`src/rtl/mul_div_unit.sv`:
```
// -----------------------------------------------------------------------------
// mul_div_unit
// Multi-cycle integer multiply / divide unit placed beside the ALU.
// Multiply is shift-add and divide is restoring, both one bit per cycle.
// The decoder pulses start, stalls until done, then writes result_lo/hi back.
//
// Configuration macro: MDU_SIGNED_EN
//   defined   -> adds the signed_op port and a SIGN fix-up state
//                (+1 cycle of latency on every operation except divide by zero)
//   undefined -> unsigned only
//
// Ports
//   clk        in   rising-edge clock
//   reset      in   asynchronous reset, active low
//   start      in   request, sampled only when the unit is free (IDLE or DONE)
//   op         in   0 = MUL, 1 = DIV, captured with start
//   signed_op  in   two's-complement mode (MDU_SIGNED_EN builds only)
//   a          in   multiplicand / dividend
//   b          in   multiplier / divisor
//   busy       out  high from the accepting edge until the edge raising done
//   done       out  one-cycle completion pulse
//   result_lo  out  product low half / quotient
//   result_hi  out  product high half / remainder
//   flags      out  {ov, dz, zf}, updated with done
// -----------------------------------------------------------------------------
module mul_div_unit #(
   parameter int WIDTH = 8
) (
   input  logic             clk,
   input  logic             reset,
   input  logic             start,
   input  logic             op,
`ifdef MDU_SIGNED_EN
   input  logic             signed_op,
`endif
   input  logic [WIDTH-1:0] a,
   input  logic [WIDTH-1:0] b,
   output logic             busy,
   output logic             done,
   output logic [WIDTH-1:0] result_lo,
   output logic [WIDTH-1:0] result_hi,
   output logic [2:0]       flags
);

   localparam int CW = $clog2(WIDTH + 1);

   typedef enum logic [1:0] {
      S_IDLE = 2'd0,
      S_RUN  = 2'd1,
`ifdef MDU_SIGNED_EN
      S_SIGN = 2'd2,
`endif
      S_DONE = 2'd3
   } state_t;

   state_t           state_q;
   logic [CW-1:0]    cnt_q;
   logic             op_q;
   logic             dz_q;
   logic [WIDTH-1:0] hi_q;      // MUL: product high half, DIV: remainder
   logic [WIDTH-1:0] lo_q;      // MUL: multiplier/product low, DIV: dividend/quotient
   logic [WIDTH-1:0] opnd_q;    // MUL: multiplicand, DIV: divisor
   logic             busy_q;
   logic             done_q;
   logic [WIDTH-1:0] res_lo_q;
   logic [WIDTH-1:0] res_hi_q;
   logic [2:0]       flags_q;
`ifdef MDU_SIGNED_EN
   logic             sgn_q;
   logic             neg_res_q;
   logic             neg_rem_q;
   logic             ovmin_q;
   logic             neg_a_d;
   logic             neg_b_d;
   logic [2*WIDTH-1:0] prod_d;
`endif

   logic [WIDTH-1:0] mag_a_d;
   logic [WIDTH-1:0] mag_b_d;
   logic [WIDTH:0]   mul_sum_d;
   logic [WIDTH:0]   div_sh_d;
   logic             div_ge_d;
   logic [WIDTH-1:0] hi_step_d;
   logic [WIDTH-1:0] lo_step_d;
   logic [WIDTH-1:0] fin_hi_d;
   logic [WIDTH-1:0] fin_lo_d;
   logic             fin_ov_d;
   logic             fin_zf_d;

   // Operand magnitudes presented at accept time
   always_comb begin
`ifdef MDU_SIGNED_EN
      neg_a_d = signed_op & a[WIDTH-1];
      neg_b_d = signed_op & b[WIDTH-1];
      if (neg_a_d) begin
         mag_a_d = {WIDTH{1'b0}} - a;
      end else begin
         mag_a_d = a;
      end
      if (neg_b_d) begin
         mag_b_d = {WIDTH{1'b0}} - b;
      end else begin
         mag_b_d = b;
      end
`else
      mag_a_d = a;
      mag_b_d = b;
`endif
   end

   // One iteration of shift-add multiply or restoring divide
   always_comb begin
      if (lo_q[0]) begin
         mul_sum_d = {1'b0, hi_q} + {1'b0, opnd_q};
      end else begin
         mul_sum_d = {1'b0, hi_q};
      end
      // Shifted remainder needs WIDTH+1 bits: it can reach 2*divisor-1
      div_sh_d = {hi_q, lo_q[WIDTH-1]};
      div_ge_d = (div_sh_d >= {1'b0, opnd_q});
      if (op_q == 1'b0) begin
         hi_step_d = mul_sum_d[WIDTH:1];
         lo_step_d = {mul_sum_d[0], lo_q[WIDTH-1:1]};
      end else if (div_ge_d) begin
         hi_step_d = WIDTH'(div_sh_d - {1'b0, opnd_q});
         lo_step_d = {lo_q[WIDTH-2:0], 1'b1};
      end else begin
         hi_step_d = div_sh_d[WIDTH-1:0];
         lo_step_d = {lo_q[WIDTH-2:0], 1'b0};
      end
   end

   // Final result and flags: unsigned results come straight from the last
   // iteration, signed results are fixed up from the held magnitudes in SIGN
   always_comb begin
`ifdef MDU_SIGNED_EN
      prod_d = {hi_q, lo_q};
      if (op_q == 1'b0) begin
         if (neg_res_q) begin
            prod_d = {(2*WIDTH){1'b0}} - {hi_q, lo_q};
         end else begin
            prod_d = {hi_q, lo_q};
         end
         fin_hi_d = prod_d[2*WIDTH-1:WIDTH];
         fin_lo_d = prod_d[WIDTH-1:0];
         if (sgn_q) begin
            fin_ov_d = (fin_hi_d != {WIDTH{fin_lo_d[WIDTH-1]}});
         end else begin
            fin_ov_d = (fin_hi_d != {WIDTH{1'b0}});
         end
      end else begin
         if (neg_res_q) begin
            fin_lo_d = {WIDTH{1'b0}} - lo_q;
         end else begin
            fin_lo_d = lo_q;
         end
         // Remainder takes the dividend's sign (truncation toward zero)
         if (neg_rem_q) begin
            fin_hi_d = {WIDTH{1'b0}} - hi_q;
         end else begin
            fin_hi_d = hi_q;
         end
         fin_ov_d = ovmin_q;
      end
`else
      fin_hi_d = hi_step_d;
      fin_lo_d = lo_step_d;
      if (op_q == 1'b0) begin
         fin_ov_d = (hi_step_d != {WIDTH{1'b0}});
      end else begin
         fin_ov_d = 1'b0;
      end
`endif
      fin_zf_d = (fin_hi_d == {WIDTH{1'b0}}) && (fin_lo_d == {WIDTH{1'b0}});
   end

   // Control FSM, datapath registers and registered outputs
   always_ff @(posedge clk or negedge reset) begin
      if (!reset) begin
         state_q   <= S_IDLE;
         cnt_q     <= {CW{1'b0}};
         op_q      <= 1'b0;
         dz_q      <= 1'b0;
         hi_q      <= {WIDTH{1'b0}};
         lo_q      <= {WIDTH{1'b0}};
         opnd_q    <= {WIDTH{1'b0}};
         busy_q    <= 1'b0;
         done_q    <= 1'b0;
         res_lo_q  <= {WIDTH{1'b0}};
         res_hi_q  <= {WIDTH{1'b0}};
         flags_q   <= 3'b000;
`ifdef MDU_SIGNED_EN
         sgn_q     <= 1'b0;
         neg_res_q <= 1'b0;
         neg_rem_q <= 1'b0;
         ovmin_q   <= 1'b0;
`endif
      end else begin
         done_q <= 1'b0;
         case (state_q)
            // The done cycle accepts a new start just like IDLE
            S_IDLE, S_DONE: begin
               if (start) begin
                  busy_q  <= 1'b1;
                  op_q    <= op;
                  cnt_q   <= CW'(WIDTH);
                  state_q <= S_RUN;
`ifdef MDU_SIGNED_EN
                  sgn_q     <= signed_op;
                  neg_res_q <= neg_a_d ^ neg_b_d;
                  neg_rem_q <= neg_a_d;
                  ovmin_q   <= signed_op & op
                               & (a == {1'b1, {(WIDTH-1){1'b0}}})
                               & (b == {WIDTH{1'b1}});
`endif
                  if (op && (b == {WIDTH{1'b0}})) begin
                     // Divide by zero: final values loaded now, RUN only
                     // spends one cycle so busy is seen before done
                     dz_q   <= 1'b1;
                     hi_q   <= a;
                     lo_q   <= {WIDTH{1'b1}};
                     opnd_q <= {WIDTH{1'b0}};
                  end else if (op) begin
                     dz_q   <= 1'b0;
                     hi_q   <= {WIDTH{1'b0}};
                     lo_q   <= mag_a_d;
                     opnd_q <= mag_b_d;
                  end else begin
                     dz_q   <= 1'b0;
                     hi_q   <= {WIDTH{1'b0}};
                     lo_q   <= mag_b_d;
                     opnd_q <= mag_a_d;
                  end
               end else begin
                  state_q <= S_IDLE;
               end
            end
            S_RUN: begin
               if (dz_q) begin
                  res_hi_q <= hi_q;
                  res_lo_q <= lo_q;
                  flags_q  <= 3'b010;
                  busy_q   <= 1'b0;
                  done_q   <= 1'b1;
                  cnt_q    <= {CW{1'b0}};
                  state_q  <= S_DONE;
               end else begin
                  hi_q  <= hi_step_d;
                  lo_q  <= lo_step_d;
                  cnt_q <= cnt_q - CW'(1);
                  if (cnt_q == CW'(1)) begin
`ifdef MDU_SIGNED_EN
                     state_q <= S_SIGN;
`else
                     res_hi_q <= fin_hi_d;
                     res_lo_q <= fin_lo_d;
                     flags_q  <= {fin_ov_d, 1'b0, fin_zf_d};
                     busy_q   <= 1'b0;
                     done_q   <= 1'b1;
                     state_q  <= S_DONE;
`endif
                  end else begin
                     state_q <= S_RUN;
                  end
               end
            end
`ifdef MDU_SIGNED_EN
            S_SIGN: begin
               res_hi_q <= fin_hi_d;
               res_lo_q <= fin_lo_d;
               flags_q  <= {fin_ov_d, 1'b0, fin_zf_d};
               busy_q   <= 1'b0;
               done_q   <= 1'b1;
               state_q  <= S_DONE;
            end
`endif
            default: begin
               busy_q  <= 1'b0;
               state_q <= S_IDLE;
            end
         endcase
      end
   end

   assign busy      = busy_q;
   assign done      = done_q;
   assign result_lo = res_lo_q;
   assign result_hi = res_hi_q;
   assign flags     = flags_q;

endmodule

```
`config.mk`:
```
export PLATFORM = sky130hd
export DESIGN_NAME = mul_div_unit
export DESIGN_NICKNAME = d
export VERILOG_FILES = /design/src/rtl/mul_div_unit.sv
export SDC_FILE = /design/constraint.sdc
export NUM_CORES = 1
export LEC_CHECK = 0
export CAP_MARGIN = 40
export CORE_MARGIN = 2
export CORE_UTILIZATION = 60
export DETAILED_ROUTE_END_ITERATION = 10
export PLACE_DENSITY = 0.84
export SYNTH_ARGS = -nofsm -noshare
export SYNTH_HDL_FRONTEND = slang
export SYNTH_SLANG_ARGS = --single-unit
```
`constraint.sdc`:
```
create_clock -name clk -period 7 [get_ports clk]
set_input_delay 1.4 -clock clk [delete_from_list [all_inputs] [get_ports clk]]
set_output_delay 1.4 -clock clk [all_outputs]
set_load 0.01 [all_outputs]
```
==> flow_metrics.env, run 1 <==
export IMPL_fin_skew_ns=0.007015
export IMPL_r2r_start="state_q[1]$_DFF_PN0_"
export IMPL_tightest_slew_ns=0.9361
export IMPL_synth_enable_flop_cells=0
export IMPL_synthToLayoutAreaGrowth_pct=13.55
export IMPL_async_flop_share_pct=100.0
export IMPL_grt_ovfl_total=0
export IMPL_cp_slowest_cell="nand2_1"
export IMPL_drtIter0Drc=325
export IMPL_drcViolationCount=0
export IMPL_die_x_um=82.55
export IMPL_n_antenna_cell=0
export IMPL_cpPeakStageDelay_ns=0.59
export IMPL_clock_sinks=53
export IMPL_synth_flop_cell="dfrtp_1"
export IMPL_synth_area_um2=3702
export IMPL_grt_pass1_wl_mm=15.82
export IMPL_rsz0062_at_grt="no"
export IMPL_p_per_area_nw_per_um2=530.7
export IMPL_synth_cells=425
export IMPL_start_util_pct=62.16
export IMPL_hold_depth=2
export IMPL_gp_congestion=0.9518
export IMPL_clockBufferDepth=2
export IMPL_critical_path_cell_chain="clkdlybuf4s50_1 -> nand2_1 -> o21ai_1 -> nand2_1 -> a221oi_1 -> a21oi_1"
export IMPL_numPortBuffers=40
export IMPL_fin_crit_ns=3.712
export IMPL_num_io_pins=41
export IMPL_holdPathEnd="flags[1]$_DFFE_PN0P_"
export IMPL_die_area_um2=6815
export IMPL_postCtsSetupRepairBufs=0
export IMPL_antenna_found_initial=0
export IMPL_vias_per_cell=6.373
export IMPL_rrSetupSlack_ns=3.45
export IMPL_crit_top_cell="nand2_1"
export IMPL_hold_class="register to register"
export IMPL_timing_final_crit_share_pct=53.03
export IMPL_hold_path_startpoint="flags[1]$_DFFE_PN0P_"
export IMPL_grt_pass1_vias=3254
export IMPL_wire_per_inst_um=18.34
export IMPL_grt_total_usage_pct=30.81
export IMPL_final_util_pct=70.59
export IMPL_max_slew_margin_pct=37.40
export IMPL_syn_nets=467
export IMPL_vias=3365
export IMPL_dr_pass1_iters=5
export IMPL_cp_data_required_time_ns=7.18
export IMPL_fmax_mhz=269.4
export IMPL_slew_viol_final=0
export IMPL_synth_warnings=0
export IMPL_dp_hpwl_mm=7.250
export IMPL_drive_above_1_share_pct=4.857
export IMPL_worstPathArrival_ns=3.89
export IMPL_rr_endpoint="hi_q[0]$_DFFE_PN0P_"
export IMPL_postRouteAntennaNets=0
export IMPL_rows=28
export IMPL_cts_buffers=5
export IMPL_clk_pin_slew_ns=0.10
export IMPL_postSynthAreaPerCell_um2=8.711
export IMPL_cts_resized=0
export IMPL_die_y_um=82.55
export IMPL_root_buffer="clkbuf_8"
export IMPL_worstSetupPathType="primary input to register"
export IMPL_ys_ff_latch=53
export IMPL_vdd_ir_drop_max_mv=0.3098
export IMPL_cts_tree="built"
export IMPL_drt_wl_total_mm=9.683
export IMPL_crit_path_start_kind="primary input"
export IMPL_worstSetupEndpointType="register"
export IMPL_setup_slack_ns=3.288
export IMPL_setup_tns_ns=0
export IMPL_setup_violations=0
export IMPL_status="complete, no violations"
export IMPL_fp_coreArea_um2=5956
export IMPL_hold_buffers=0
export IMPL_ys_types=58
export IMPL_p_leak_uw=0.001926
export IMPL_hold_viol_final=0
export IMPL_clkLatencyLatePin_ns=0.32
export IMPL_nets=494
export IMPL_critPathMaxFanout=27
export IMPL_grt_max_degree=54
export IMPL_ff2ff_path_depth=7
export IMPL_cap_violations=0
export IMPL_ctsHtreeMaxLevel=2
export IMPL_yosysSeqAreaShare_pct=35.82
export IMPL_place_ws_ns=3.000
synth_stat cells, drive strengths merged (3+ instances only):
cell type / count / area, um2
dfrtp: 53 / 1326
clkbuf: 17 / 63.81
nor3: 5 / 25.02
xnor2: 5 / 43.79
a211oi: 9 / 67.56
a21o: 8 / 60.06
nand2: 70 / 262.8
mux2: 3 / 33.78
o21a: 4 / 37.53
and3: 5 / 32.53
xor2: 4 / 35.03
a221o: 7 / 70.07
o21ai: 38 / 190.2
a32o: 6 / 60.06
nor2b: 10 / 62.56
a22oi: 5 / 37.54
ha: 20 / 250.2
inv: 20 / 75.07
mux2i: 27 / 270.3
nand3: 3 / 20.02
o221ai: 4 / 35.03
a21oi: 32 / 160.2
a31oi: 4 / 25.02
buf: 5 / 26.27
a221oi: 5 / 56.31
nor2: 23 / 86.33
logic make-up (layout without fill, tap and decap cells):
logic type / after synthesis / count (layout) / share of synthesized area [%]
AO/OA/AOI/OAI: 136 / 136 / 24.91
XOR/XNOR: 9 / 9 / 2.129
adder cells (fa/ha/maj): 22 / 22 / 7.841
buffers and inverters: 42 / 70 / 4.461
flip-flops: 53 / 53 / 35.82
multiplexers: 30 / 30 / 8.212
AND/OR/NAND/NOR: 133 / 133 / 16.63
where the power goes:
part           total [uW]  switching, uW  internal [uW]
logic                1420            795            627
registers             631            190            441
clock network         178            107           70.8
worst max-delay path by stage:
stage	from	depth (start not counted)	to
2_1_floorplan	op	5	lo_q[6]$_DFFE_PN0P_
3_3_place_gp	start	6	hi_q[0]$_DFFE_PN0P_
3_5_place_dp	start	6	hi_q[7]$_DFFE_PN0P_
4_1_cts	start	6	lo_q[0]$_DFFE_PN0P_
5_1_grt	start	6	hi_q[7]$_DFFE_PN0P_
6_report	start	6	hi_q[0]$_DFFE_PN0P_
registers in the layout, summed over array words and instances (netlist names):
register,cells
cnt_q,4
state_q,2
lo_q,8
result_lo,8
busy,1
op_q,1
flags,3
result_hi,8
dz_q,1
done,1
opnd_q,8
hi_q,8
worst max-delay path, delay by kind of cell:
kind / cells / cell delay [ns]
compound gates: 3 / 0.94
buf+inv: 1 / 0.58
simple gates: 2 / 0.97
metal layers:
metal	share of wire [%]	track usage, %	up-vias
met3	6.9	5.000	23
met5	0	0	-
met1	44	40.90	1589
met4	2.3	10.49	0
li1	-	-	1600
met2	47	51.21	153
metrics by stage:
step	hold slack, ns	area [um2]	std cells	total power [uW]
global route	0.5329	4204	528	2416
detailed placement	0.4716	4116	520	2019
CTS	0.4947	4204	528	2197
finish	0.4925	4204	528	2231
global placement	0.4665	4109	519	1948
floorplan	0.4753	3702	425	1624
layout make-up:
cell class	count	area, um2
repair buffers	42	410.4
inverters	20	75.07
clock inverters	2	15.01
multi-input cells	330	2211
flip-flops and latches	53	1326
fillers	492	1752
clock buffers	6	72.57
well taps	75	93.84
cells in the final DEF (no fill, tap or decap), types with 3 or more instances in the layout:
master and instances:
a211oi_1 9, a21o_1 8, a21oi_1 32, a221o_1 7, a221oi_1 3, a22oi_1 5, a31oi_1 4, a32o_1 6
and3_1 4, clkbuf_8 5, clkdlybuf4s50_1 39, dfrtp_1 53, ha_1 20, inv_1 19, mux2_2 3, mux2i_1 27
nand2_1 70, nor2_1 23, nor2b_1 10, nor3_1 5, o21a_1 3, o21ai_0 37, o221ai_1 4, xnor2_1 5
xor2_1 4
Note: power is estimated with default switching activity, not from simulation.
==> run 2, diff against run 1 <==
Settings changed: CORE_UTILIZATION 60 to 52, PLACE_DENSITY 0.84 to 0.77.
Clock period 7 ns to 2.98 ns, I/O delays scaled along.
==> run 2 against run 1 <==
Worst hold slack worse by 0.19 ns; non-clock buffer count rose by 38; sequential cell count stayed put; final cell count rose by 11%; clock-buffer cell count fell by 1; clock power is 140% higher.
==> flow_metrics.env, run 2 (synthesized netlist as in run 1, its figures left out) <==
export IMPL_p_sw_uw=2827
export IMPL_die_x_um=88.38
export IMPL_p_per_area_nw_per_um2=1306
export IMPL_r2r_start="opnd_q[7]$_DFFE_PN0P_"
export IMPL_power_internal_uw=3135
export IMPL_status="complete, no violations"
export IMPL_dp_hpwl_mm=8.153
export IMPL_setup_violations=0
export IMPL_fin_skew_ns=0.009799
export IMPL_setup_worst_path_start="opnd_q[7]$_DFFE_PN0P_"
export IMPL_die_area_um2=7811
export IMPL_drtIter0Drc=335
export IMPL_crit_path_start_kind="register"
export IMPL_power_uw=5963
export IMPL_n_antenna_cell=0
export IMPL_place_area_um2=4420
export IMPL_synthToLayoutAreaGrowth_pct=23.35
export IMPL_wire_per_inst_um=17.91
export IMPL_dr_pass1_iters=6
export IMPL_timing_final_crit_share_pct=97.89
export IMPL_cap_violations=0
export IMPL_worstPathArrival_ns=3.11
export IMPL_switching_share_pct=47.42
export IMPL_postRouteAntennaNets=0
export IMPL_max_slew_margin_pct=46.14
export IMPL_slew_viol_final=0
export IMPL_power_share_combinational_pct=69.7
export IMPL_clockBufferDepth=2
export IMPL_start_util_pct=54.19
export IMPL_mostFrequentLayoutCells="nand2_1 (69), dfrtp_1 (53), buf_4 (40)"
export IMPL_vias_per_cell=6.072
export IMPL_worstSetupEndpointType="register"
export IMPL_clk_pin_slew_ns=0.10
export IMPL_die_y_um=88.38
export IMPL_ctsHtreeMaxLevel=2
export IMPL_grt_total_usage_pct=28.54
export IMPL_hold_class="primary input to asynchronous set/reset pin"
export IMPL_worstSetupPathType="register to register"
export IMPL_power_frac_clock_pct=7.3
export IMPL_drive_above_1_share_pct=13.44
export IMPL_clock_sinks=53
export IMPL_drcViolationCount=0
export IMPL_hold_viol_final=0
export IMPL_drt_wl_total_mm=10.51
export IMPL_critPathMaxFanout=6
export IMPL_rows=30
export IMPL_grt_pass1_wl_mm=17.07
export IMPL_multi_input_area_um2=2256
export IMPL_fp_coreArea_um2=6832
export IMPL_p_seq_share_pct=23.0
export IMPL_final_common_cell="nand2_1"
export IMPL_cts_buffers=5
export IMPL_tightest_slew_ns=0.7876
export IMPL_grt_pass1_vias=3510
export IMPL_nets=532
export IMPL_seq_area_um2=1326
export IMPL_p_leak_uw=0.002129
export IMPL_dp_cells=578
export IMPL_fin_crit_ns=2.917
export IMPL_num_fill_cells=581
export IMPL_gp_congestion=0.9334
export IMPL_design_area_um2=4567
export IMPL_stdcell_count=587
export IMPL_grt_ovfl_total=0
export IMPL_root_buffer="clkbuf_8"
export IMPL_cts_tree="built"
export IMPL_num_io_pins=41
export IMPL_ff2ff_path_depth=12
export IMPL_clkLatencyLatePin_ns=0.31
export IMPL_numPortBuffers=40
export IMPL_antenna_found_initial=0
export IMPL_fmax_mhz=342.8
export IMPL_vdd_ir_drop_max_mv=0.6770
export IMPL_grt_max_degree=29
export IMPL_cp_data_required_time_ns=3.18
export IMPL_vias=3564
run 2: cell count changes in the layout (fill, tap and decap cells not counted), sizes merged:
cell,change
clkbuf,-1
clkinv,+1
inv,+1
clkinvlp,-1
buf,+38
run 2: final cells by class:
| class | count | share of cell area, % |
|---|---|---|
| clock inverters | 3 | 0.5479 |
| clock buffers | 5 | 1.507 |
| repair buffers | 80 | 15.23 |
| multi-input cells | 330 | 49.40 |
| inverters | 20 | 1.644 |
| well taps | 96 | 2.630 |
| flip-flops and latches | 53 | 29.04 |
run 2: metrics by stage:
step | hold WS, ns | worst slack, ns | util [%] | setup TNS, ns
6_report | 0.3014 | 0.06292 | 66.85 | 0
5_1_grt | 0.3322 | -0.02629 | 66.85 | -0.04179
4_1_cts | 0.3205 | 0.08907 | 66.19 | 0
3_5_place_dp | 0.4644 | -0.002205 | 64.71 | -0.002205
3_3_place_gp | 0.4655 | 0.1228 | 64.71 | 0
2_1_floorplan | 0.3004 | 0.1392 | - | 0
run 2: repair_timing:
action / in CTS / in global routing
buffers inserted: 1 / 0
endpoints found under the setup margin: 1 / 2
hold buffers: 0 / 0
pin swaps: 2 / 0
gates resized for setup: 0 / 7
run 2: critical path: stages (launching register included):
cell	delay, ns
dfrtp_1	0.39
inv_1	0.06
ha_1	0.29
and4b_1	0.28
buf_4	0.14
nand3_2	0.08
o21a_4	0.23
buf_4	0.14
or3_1	0.42
a22oi_1	0.26
buf_4	0.18
a21oi_1	0.06
o21ai_0	0.27
run 2: power by group through the flow:
stage	clock, uW	combinational [uW]	sequential, uW
finish	434	4160	1370
global route	474	4520	1400
CTS	438	3970	1360
detailed placement	0	3940	1370
global placement	0	3840	1350
floorplan	0	2480	1340
run 2: layer usage:
layer | GRT usage (%) | part of all wire, % | routed length [um] | up-vias
li1 | - | - | - | 1681
met1 | 39.78 | 43 | 4550 | 1692
met2 | 45.32 | 47 | 4890 | 164
met3 | 4.104 | 7.2 | 756 | 27
met4 | 10.61 | 3.0 | 314 | 0
met5 | 0 | 0 | 0 | -
run 2: path summary, 6_finish.rpt:
path,to,slack (ns)
min in group clk,flags[1]$_DFFE_PN0P_,0.49
setup reg to reg,hi_q[5]$_DFFE_PN0P_,0.06
setup / recovery,hi_q[5]$_DFFE_PN0P_,0.06
hold / removal,hi_q[2]$_DFFE_PN0P_,0.30
hold reg to reg,flags[1]$_DFFE_PN0P_,0.49
max in group asynchronous,flags[2]$_DFFE_PN0P_,2.03
==> run 3, diff against run 2 <==
Settings changed: CORE_ASPECT_RATIO from default to 1.4.
==> run 3 against run 2 <==
Maximum frequency rose by 1.4%; worst hold slack got worse by 0.25 ns; sequential cell count did not move; clock power fell by 4%; clock-buffer cell count rose by 2; global-route usage rose by 0.76 points; sequential power barely moved; core utilization fell by 0.69 points; critical path type unchanged; highest routed layer unchanged.
==> flow_metrics.env, run 3 (synthesized netlist as in run 1, its figures left out) <==
export IMPL_num_io_pins=41
export IMPL_drive_above_1_share_pct=14.08
export IMPL_fmax_mhz=347.8
export IMPL_fin_skew_ns=0.005559
export IMPL_cp_slowest_cell="or4_4"
export IMPL_setup_violations=0
export IMPL_clkLatencyLatePin_ns=0.31
export IMPL_fin_crit_ns=2.876
export IMPL_grt_max_degree=30
export IMPL_hold_buffers=0
export IMPL_drcViolationCount=0
export IMPL_grt_ovfl_total=0
export IMPL_critical_path_cell_chain="ha_1 -> and4b_2 -> a221oi_4 -> o21a_4 -> mux2i_2 -> o221ai_2 -> or4_4 -> nor4_4 -> a32o_1"
export IMPL_ctsHtreeMaxLevel=2
export IMPL_postRouteAntennaNets=0
export IMPL_rows=36
export IMPL_antenna_found_initial=0
export IMPL_worstPathArrival_ns=3.13
export IMPL_vias_per_cell=6.046
export IMPL_grt_total_usage_pct=29.30
export IMPL_multi_input_area_um2=2290
export IMPL_slew_viol_final=0
export IMPL_die_area_um2=7821
export IMPL_worstSetupPathType="register to register"
export IMPL_cap_violations=0
export IMPL_cp_data_required_time_ns=3.23
export IMPL_worstSetupEndpointType="register"
export IMPL_root_buffer="clkbuf_8"
export IMPL_final_common_cell="nand2_1"
export IMPL_clk_pin_slew_ns=0.09
export IMPL_dr_pass1_iters=5
export IMPL_critPathMaxFanout=5
export IMPL_die_y_um=103.8
export IMPL_clock_sinks=53
export IMPL_vias=3537
export IMPL_mostFrequentLayoutCells="nand2_1 (70), dfrtp_1 (52), clkdlybuf4s50_1 (39)"
export IMPL_cpPeakStageDelay_ns=0.56
export IMPL_gp_congestion=0.9406
export IMPL_dp_hpwl_mm=8.091
export IMPL_wire_per_inst_um=18.14
export IMPL_synthToLayoutAreaGrowth_pct=23.96
export IMPL_timing_hold_ws_ns=0.05438
export IMPL_final_util_pct=66.16
export IMPL_hold_class="primary input to asynchronous set/reset pin"
export IMPL_grt_pass1_vias=3619
export IMPL_die_x_um=75.32
export IMPL_cts_buffers=5
export IMPL_tightest_slew_ns=0.6042
export IMPL_p_per_area_nw_per_um2=1300
export IMPL_crit_path_start_kind="register"
export IMPL_hold_viol_final=0
export IMPL_status="complete, no violations"
export IMPL_numPortBuffers=40
export IMPL_rsz0062_at_grt="yes"
export IMPL_timing_final_crit_share_pct=96.50
export IMPL_seq_area_um2=1328
export IMPL_max_slew_margin_pct=59.57
export IMPL_design_area_um2=4589
export IMPL_place_area_um2=4404
export IMPL_drtIter0Drc=185
export IMPL_start_util_pct=53.37
export IMPL_clockBufferDepth=2
export IMPL_cts_tree="built"
export IMPL_drt_wl_total_mm=10.61
export IMPL_p_leak_uw=0.002129
export IMPL_fp_coreArea_um2=6937
export IMPL_num_fill_cells=623
export IMPL_nets=532
export IMPL_n_antenna_cell=0
export IMPL_grt_pass1_wl_mm=17.63
export IMPL_vdd_ir_drop_max_mv=0.7109
run 3: cell types whose count changed in the layout (fill, tap and decap cells not counted), sizes merged:
cell and change:
clkinv -1, o21a +1, inv -1, clkbuf +2, buf -1, clkinvlp -1
run 3: final timing paths:
check	start	slack, ns	cells past startpoint	end
setup / recovery	hi_q[5]$_DFFE_PN0P_	0.10	9	flags[0]$_DFFE_PN0P_
hold / removal	reset	0.05	1	hi_q[1]$_DFFE_PN0P_
setup reg to reg	hi_q[5]$_DFFE_PN0P_	0.10	9	flags[0]$_DFFE_PN0P_
hold reg to reg	result_lo[1]$_DFFE_PN0P_	0.50	2	result_lo[1]$_DFFE_PN0P_
max in group asynchronous	reset	2.35	2	hi_q[5]$_DFFE_PN0P_
min in group clk	result_lo[1]$_DFFE_PN0P_	0.50	2	result_lo[1]$_DFFE_PN0P_
run 3: power by group:
group / switching [uW] / leakage, uW / internal [uW] / total (uW)
combinational: 2210 / 0.00145 / 1960 / 4170
clock: 232 / 0.0000443 / 185 / 417
sequential: 335 / 0.000632 / 1040 / 1370
run 3: worst max-delay path: cells and delay by family (launching register included):
kind	cells	cell delay, ns
adder cells (fa/ha/maj)	1	0.33
multiplexers	1	0.22
AO/OA/AOI/OAI	4	0.87
AND/OR/NAND/NOR	3	1.01
flip-flops	1	0.39
run 3: repair_timing:
action	in CTS	in global routing
pin swaps	0	3
buffers inserted	0	2
resized for setup	5	9
setup endpoints to repair	3	4
cloned	0	1
run 3: cell type report:
cell class | instances | share of cell area, %
timing repair buffer | 79 | 15.08
tap | 95 | 2.590
sequential | 53 | 28.93
inverter | 20 | 1.636
clock buffer | 7 | 1.881
multi-input combinational | 331 | 49.89
run 3: through the flow:
stage | power [uW] | setup TNS (ns) | setup WS, ns | instances
final | 5965 | 0 | 0.1044 | 585
after global placement | 5099 | 0 | 0.05103 | 575
after CTS | 5707 | -0.01984 | -0.01984 | 582
after floorplan | 3816 | 0 | 0.1392 | 425
after detailed placement | 5206 | -0.04110 | -0.03749 | 575
after global routing | 6476 | -0.1836 | -0.08240 | 585
run 3: routing by layer:
metal	GRT usage, %	share of wire [%]	routed length (um)	up-vias
met1	36.68	40	4269	1709
met5	0	0	0	-
li1	-	-	-	1676
met4	17.29	5.0	533	0
met2	46.58	51	5409	117
met3	4.086	3.8	398	35
